[config.mk]
export PLATFORM = sky130hd
export DESIGN_NAME = uart_tx_arb_flat
export DESIGN_NICKNAME = d
export VERILOG_FILES = /design/src/rtl/uart_pkg.sv /design/src/rtl/uart_tx_arb_if.sv /design/src/rtl/uart_rr_pick.sv /design/src/rtl/uart_tx_arb.sv /design/src/flat_wrapper.sv
export SDC_FILE = /design/constraint.sdc
export NUM_CORES = 1
export LEC_CHECK = 0
export CORE_ASPECT_RATIO = 2
export CORE_MARGIN = 3
export CORE_UTILIZATION = 42
export DETAILED_ROUTE_END_ITERATION = 6
export PLACE_DENSITY = 0.84
export SYNTH_ARGS = -nofsm -noshare
export SYNTH_HDL_FRONTEND = slang
export SYNTH_HIERARCHICAL = 1
export SYNTH_SLANG_ARGS = --single-unit
[constraint.sdc]
create_clock -name clk -period 2.1 [get_ports clk]
set_input_delay 0.315 -clock clk [delete_from_list [all_inputs] [get_ports clk]]
set_output_delay 0.315 -clock clk [all_outputs]
set_load 0.01 [all_outputs]
[src/rtl/uart_pkg.sv]
// uart_pkg: shared types, defaults and round-robin helper for the UART transmit arbiter
package uart_pkg;
  typedef enum logic [1:0] {IDLE, START, SEND, HOLD} uart_arb_state_t;
  localparam int DBIT_DEF = 8;
  function automatic int rr_next(input int ptr, input int n);
    return (ptr + 1) % n;
  endfunction
endpackage

[src/rtl/uart_tx_arb_if.sv]
// uart_tx_arb_if: requester handshakes plus serializer control bundled for the arbiter
import uart_pkg::*;
interface uart_tx_arb_if #(parameter int NREQ = 4, parameter int DBIT = DBIT_DEF);
  logic [NREQ-1:0] req_valid;
  logic [NREQ-1:0] req_last;
  logic [NREQ*DBIT-1:0] req_data;
  logic [NREQ-1:0] req_ready;
  logic tx_start;
  logic [DBIT-1:0] tx_din;
  logic tx_done_tick;
  logic [NREQ-1:0] grant;
  logic busy;
  logic timeout_pulse;
  modport master (
    output req_valid, req_last, req_data, tx_done_tick,
    input  req_ready, tx_start, tx_din, grant, busy, timeout_pulse
  );
  modport slave (
    input  req_valid, req_last, req_data, tx_done_tick,
    output req_ready, tx_start, tx_din, grant, busy, timeout_pulse
  );
endinterface

[src/rtl/uart_rr_pick.sv]
// uart_rr_pick: first valid requester at or above ptr, wrapping modulo NREQ
module uart_rr_pick #(
  parameter int NREQ = 4,
  parameter int PW = $clog2(NREQ)
) (
  input  logic [NREQ-1:0] valid,
  input  logic [PW-1:0]   ptr,
  output logic [PW-1:0]   win,
  output logic            any_valid
);
  always_comb begin
    win = '0;
    any_valid = |valid;
    // scan from farthest to nearest so the closest valid index wins
    for (int k = NREQ - 1; k >= 0; k--)
      if (valid[(int'(ptr) + k) % NREQ]) win = PW'((int'(ptr) + k) % NREQ);
  end
endmodule

[src/rtl/uart_tx_arb.sv]
// uart_tx_arb: round-robin sharing of one uart_tx among NREQ producers with packet lock and hold timeout
import uart_pkg::*;
module uart_tx_arb #(
  parameter int NREQ = 4,
  parameter int DBIT = DBIT_DEF,
  parameter int HOLD_TO = 1024
) (
  input logic clk,
  input logic rst_n,
  uart_tx_arb_if.slave bus
);
  localparam int PW = $clog2(NREQ);
  localparam int CW = (HOLD_TO > 1) ? $clog2(HOLD_TO) : 1;
  uart_arb_state_t state, nxt;
  logic [NREQ-1:0] grant_q, ready;
  logic [PW-1:0] rr_ptr, gidx, win, sel;
  logic [CW-1:0] hold_cnt;
  logic [DBIT-1:0] din_q;
  logic last_r, any_valid, accept, release_g, hold_to, to_q, expire;
  uart_rr_pick #(.NREQ(NREQ), .PW(PW)) u_pick (
    .valid(bus.req_valid),
    .ptr(rr_ptr),
    .win(win),
    .any_valid(any_valid)
  );
  assign expire = hold_cnt == CW'(HOLD_TO - 1);
  always_comb begin
    nxt = state;
    ready = '0;
    accept = 1'b0;
    release_g = 1'b0;
    hold_to = 1'b0;
    sel = win;
    case (state)
      IDLE: begin
        ready = any_valid ? NREQ'(1) << win : '0;
        accept = any_valid;
        nxt = any_valid ? START : IDLE;
      end
      START: nxt = SEND;
      SEND: if (bus.tx_done_tick) begin
        nxt = last_r ? IDLE : HOLD;
        release_g = last_r;
      end
      HOLD: begin
        // a byte arriving on the expiry cycle wins over the timeout
        ready = grant_q;
        sel = gidx;
        accept = bus.req_valid[gidx];
        hold_to = !accept && expire;
        release_g = hold_to;
        nxt = accept ? START : hold_to ? IDLE : HOLD;
      end
      default: nxt = IDLE;
    endcase
  end
  always_ff @(posedge clk or negedge rst_n)
    if (!rst_n) state <= IDLE;
    else state <= nxt;
  always_ff @(posedge clk or negedge rst_n) begin
    if (!rst_n) begin
      grant_q <= '0;
      gidx <= '0;
      rr_ptr <= '0;
      din_q <= '0;
      last_r <= 1'b0;
      hold_cnt <= '0;
      to_q <= 1'b0;
    end else begin
      to_q <= hold_to;
      hold_cnt <= (state == HOLD) ? hold_cnt + CW'(1) : '0;
      if (accept) begin
        grant_q <= NREQ'(1) << sel;
        gidx <= sel;
        din_q <= bus.req_data[sel*DBIT +: DBIT];
        last_r <= bus.req_last[sel];
      end
      if (release_g) begin
        grant_q <= '0;
        rr_ptr <= PW'(rr_next(int'(gidx), NREQ));
      end
    end
  end
  assign bus.req_ready = ready;
  assign bus.tx_start = state == START;
  assign bus.tx_din = din_q;
  assign bus.grant = grant_q;
  assign bus.busy = state != IDLE;
  assign bus.timeout_pulse = to_q;
endmodule

[src/flat_wrapper.sv]
// flat-port wrapper written by rule: the top's interface ports become plain ports
module uart_tx_arb_flat 
#(
  parameter int NREQ = 4,
  parameter int DBIT = DBIT_DEF,
  parameter int HOLD_TO = 1024
)
  (clk, rst_n, bus_req_valid, bus_req_last, bus_req_data, bus_tx_done_tick, bus_req_ready, bus_tx_start, bus_tx_din, bus_grant, bus_busy, bus_timeout_pulse);
  uart_tx_arb_if #(.NREQ(NREQ), .DBIT(DBIT)) bus_i ();
  input logic clk;
  input logic rst_n;
  input wire logic [$bits(bus_i.req_valid)-1:0] bus_req_valid;
  input wire logic [$bits(bus_i.req_last)-1:0] bus_req_last;
  input wire logic [$bits(bus_i.req_data)-1:0] bus_req_data;
  input wire logic [$bits(bus_i.tx_done_tick)-1:0] bus_tx_done_tick;
  output wire logic [$bits(bus_i.req_ready)-1:0] bus_req_ready;
  output wire logic [$bits(bus_i.tx_start)-1:0] bus_tx_start;
  output wire logic [$bits(bus_i.tx_din)-1:0] bus_tx_din;
  output wire logic [$bits(bus_i.grant)-1:0] bus_grant;
  output wire logic [$bits(bus_i.busy)-1:0] bus_busy;
  output wire logic [$bits(bus_i.timeout_pulse)-1:0] bus_timeout_pulse;
  assign bus_i.req_valid = bus_req_valid;
  assign bus_i.req_last = bus_req_last;
  assign bus_i.req_data = bus_req_data;
  assign bus_i.tx_done_tick = bus_tx_done_tick;
  assign bus_req_ready = bus_i.req_ready;
  assign bus_tx_start = bus_i.tx_start;
  assign bus_tx_din = bus_i.tx_din;
  assign bus_grant = bus_i.grant;
  assign bus_busy = bus_i.busy;
  assign bus_timeout_pulse = bus_i.timeout_pulse;
  uart_tx_arb #(.NREQ(NREQ), .DBIT(DBIT), .HOLD_TO(HOLD_TO)) u_core (.clk(clk), .rst_n(rst_n), .bus(bus_i));
endmodule
==> results.toml <==
[status]
outcome = "finished, violations left"
violations = "setup timing"

[layout]
finalNonFillerCells = 317
area.sequential_um2 = 753.2
finalNetCount = 313
layout_common_cells = "53 x clkdlybuf4s50_1, 28 x dfrtp_1, 26 x buf_4"
area_growth_pct = 60.09
multi_input_area_um2 = 1200
nFillCells = 294
design_area_um2 = 3077
layout_commonest_cell = "clkdlybuf4s50_1"
drive_gt1_share_pct = 34.22
antenna_cells = 0

[power]
internal_power_mw = 2.792
leakage_nw = 1.309
sw_frac_of_total_pct = 36.54
ir_drop_mv = 1.149
power_mw = 4.399
clkPwrFrac_pct = 10.4
seqPwrFrac_pct = 22.8
p_comb_share_pct = 66.8
power_density_nw_per_um2 = 1430
p_sw_mw = 1.608

[synth]
syn_area_um2 = 1922
ys_warn_count = 6
yosys.area.top_type = "dfrtp_1"
synthArstFlopShare_pct = 100.0
synth-edff-count = 0
synth_area_leaders = "dfrtp_1 39%, mux4_2 7.0%, mux4_1 5.5%"
ys.flop_type = "dfrtp_1"
netlist.area_leader.share_pct = 39.06
ys_types = 40
synth-seq-cells = 30
avgSynthCellArea_um2 = 11.51
syn_inst = 167
synth_nets = 216
yosysSeqAreaShare_pct = 39.06

[timing]
relSlewSlack_pct = 73.79
holdWs_ns = 0.4498
drv_slew = 0
layout_setup_ws_ns = -0.08238
worst_clock_skew_ns = 0.009458
setup_tns_ns = -0.6812
grt_setup_unrepaired = "yes"
worstMarginPinSlew_ns = 0.3931
setup_violations = 13
period_share_pct = 103.9
hold_viol = 0
max_freq_mhz = 458.2
min_period_ns = 2.182

[global_route]
grt_pass1_vias = 1792
grt-ovfl-total = 0
grt_use_total_pct = 21.42
grt_max_degree = 31
antenna_found_initial = 0
grt_pass1_wl_um = 8390

[placed_design]
placedCellCount = 297
globalplace.congestion = 0.8433
io_buffer_count = 61
place_hpwl_um = 3602
placed_cell_area_um2 = 2736

[clock_tree]
clock_latency_ns = 0.28
clock-sinks = 30
cts_tree = "yes"
hold_buffers = 0
htree_num_levels = 2
path_clk_slew_ns = 0.06
clockBufferDepth = 2
cts_buffers = 5
cts-root-buf = "clkbuf_8"

[critical_path]
critPathMaxFanout = 6
worstSetupPathType = "reg2reg"
crit_chain = "mux2i_4 -> a211oi_4 -> mux2i_4 -> buf_12 -> mux4_2 -> mux2_4"
crit_buf_inv = 1
rrSetupSlack_ns = -0.08
reg2regPathDepth = 6
cp-end-kind = "flip-flop"
timing.critical_path.from = "u_core/rr_ptr[1]"
required_ns = 2.26
worst-path-stages = 6
crit_family = "multiplexers"
crit_top_cell = "mux2i_4"
cpMaxStageDelayCell = "dfrtp_2"
cp.arrival_ns = 2.35
critPathMaxStageDelay_ns = 0.46
setup.worst_path.end = "u_core/bus.tx_din[5]"
r2r_start = "u_core/rr_ptr[1]"
start_kind = "flip-flop"
r2r_end = "u_core/bus.tx_din[5]"

[detailed_routing]
wl_um = 5919
postRouteAntennaNets = 0
post_drt_wl_per_cell_um = 18.67
vias_per_cell = 5.669
dr.pass1.iters = 4
route.vias.total = 1797
drt-initial-drc-count = 46
route.detailed.drc = 0

[hold_path]
hp-class = "in2async"

[floorplanning]
die_h_um = 101.7
core_um2 = 4382
fp.dieW_um = 53.83
start_util_pct = 43.86
rows = 34
num_io_pins = 62
die_area_um2 = 5473

[run]
cap_violations = 0
-- cells by family after synthesis --
logic type | count (synthesis) | synth area share [%]
adders and majority gates | 6 | 3.906
AOI/OAI and AO/OA | 22 | 7.683
muxes | 27 | 23.37
and+or+nand+nor | 62 | 17.77
buffers and inverters | 12 | 4.557
DFF | 30 | 39.06
xor gates and xnor gates | 8 | 3.645
-- synth_stat cells, drive strengths merged, types with 4 or more instances --
cell type / n
mux2i: 7
nand2b: 8
nor2: 12
xor2: 4
o21ai: 4
and2: 8
nand2: 12
xnor2: 4
nand3: 5
a21oi: 12
mux4: 10
mux2: 10
inv: 4
dfrtp: 30
nand3b: 5
buf: 7
ha: 6
-- sequential cells by signal, indices dropped and copies added (netlist names) --
name                      cells
u_core/bus.timeout_pulse      1
u_core/bus.tx_din             8
u_core/last_r                 1
u_core/state                  2
u_core/gidx                   2
u_core/hold_cnt              10
u_core/bus.grant              4
u_core/rr_ptr                 2
-- power groups by stage --
stage	Sequential, mW	Clock (mW)	Combinational (mW)
finish	1.00	0.459	2.94
global placement	0.955	0	2.16
global route	1.03	0.491	3.10
CTS	0.962	0.459	2.51
floorplan	0.954	0	1.40
detailed placement	0.955	0	2.22
-- per-layer routing --
metal / track usage (%) / vias to the layer above / routed length, um
li1: - / 790 / -
met1: 22.00 / 908 / 1931
met2: 38.97 / 74 / 3486
met3: 3.387 / 25 / 225
met4: 11.42 / 0 / 276
met5: 0 / - / 0
-- worst reg2reg max path, cell delays in order, from the launching register on --
cell	delay [ns]
dfrtp_2	0.46
mux2i_4	0.21
a211oi_4	0.37
mux2i_4	0.15
buf_12	0.17
mux4_2	0.43
mux2_4	0.28
-- how the worst min path moves through the flow --
stage | cells after the start | slack, ns | startpoint | endpoint
after floorplan | 0 | 0.02 | rst_n | u_core/bus.grant[0]
after global placement | 1 | 0.48 | u_core/hold_cnt[0] | u_core/hold_cnt[0]
after detailed placement | 1 | 0.48 | u_core/hold_cnt[0] | u_core/hold_cnt[0]
after CTS | 2 | 0.44 | rst_n | u_core/bus.tx_din[1]
after global routing | 2 | 0.47 | rst_n | u_core/bus.tx_din[4]
final | 2 | 0.45 | rst_n | u_core/bus.tx_din[4]
-- per-stage QoR --
stage | setup slack (ns) | utilization (%)
after detailed placement | -0.6025 | 62.45
after global placement | -0.6179 | 62.45
final | -0.08238 | 70.22
after global routing | -0.1453 | 70.22
after CTS | -0.08218 | 66.79
after floorplan | -0.02420 | -
-- cell type report --
cell class              instances  area share, %
inverters                       4         0.4880
clock buffers                   6          2.684
repair buffers                 98          31.15
multi-input cells             125          39.00
well taps                      54          2.196
flip-flops and latches         30          24.48
-- repair_timing --
| action | CTS | global route |
|---|---|---|
| endpoints found under the setup margin | 13 | 15 |
| pin swaps | 7 | 5 |
| gates resized for setup | 38 | 18 |
| setup buffers | 8 | 5 |
| cloned | 1 | 2 |
No activity file was read; power rests on OpenSTA's default activity.
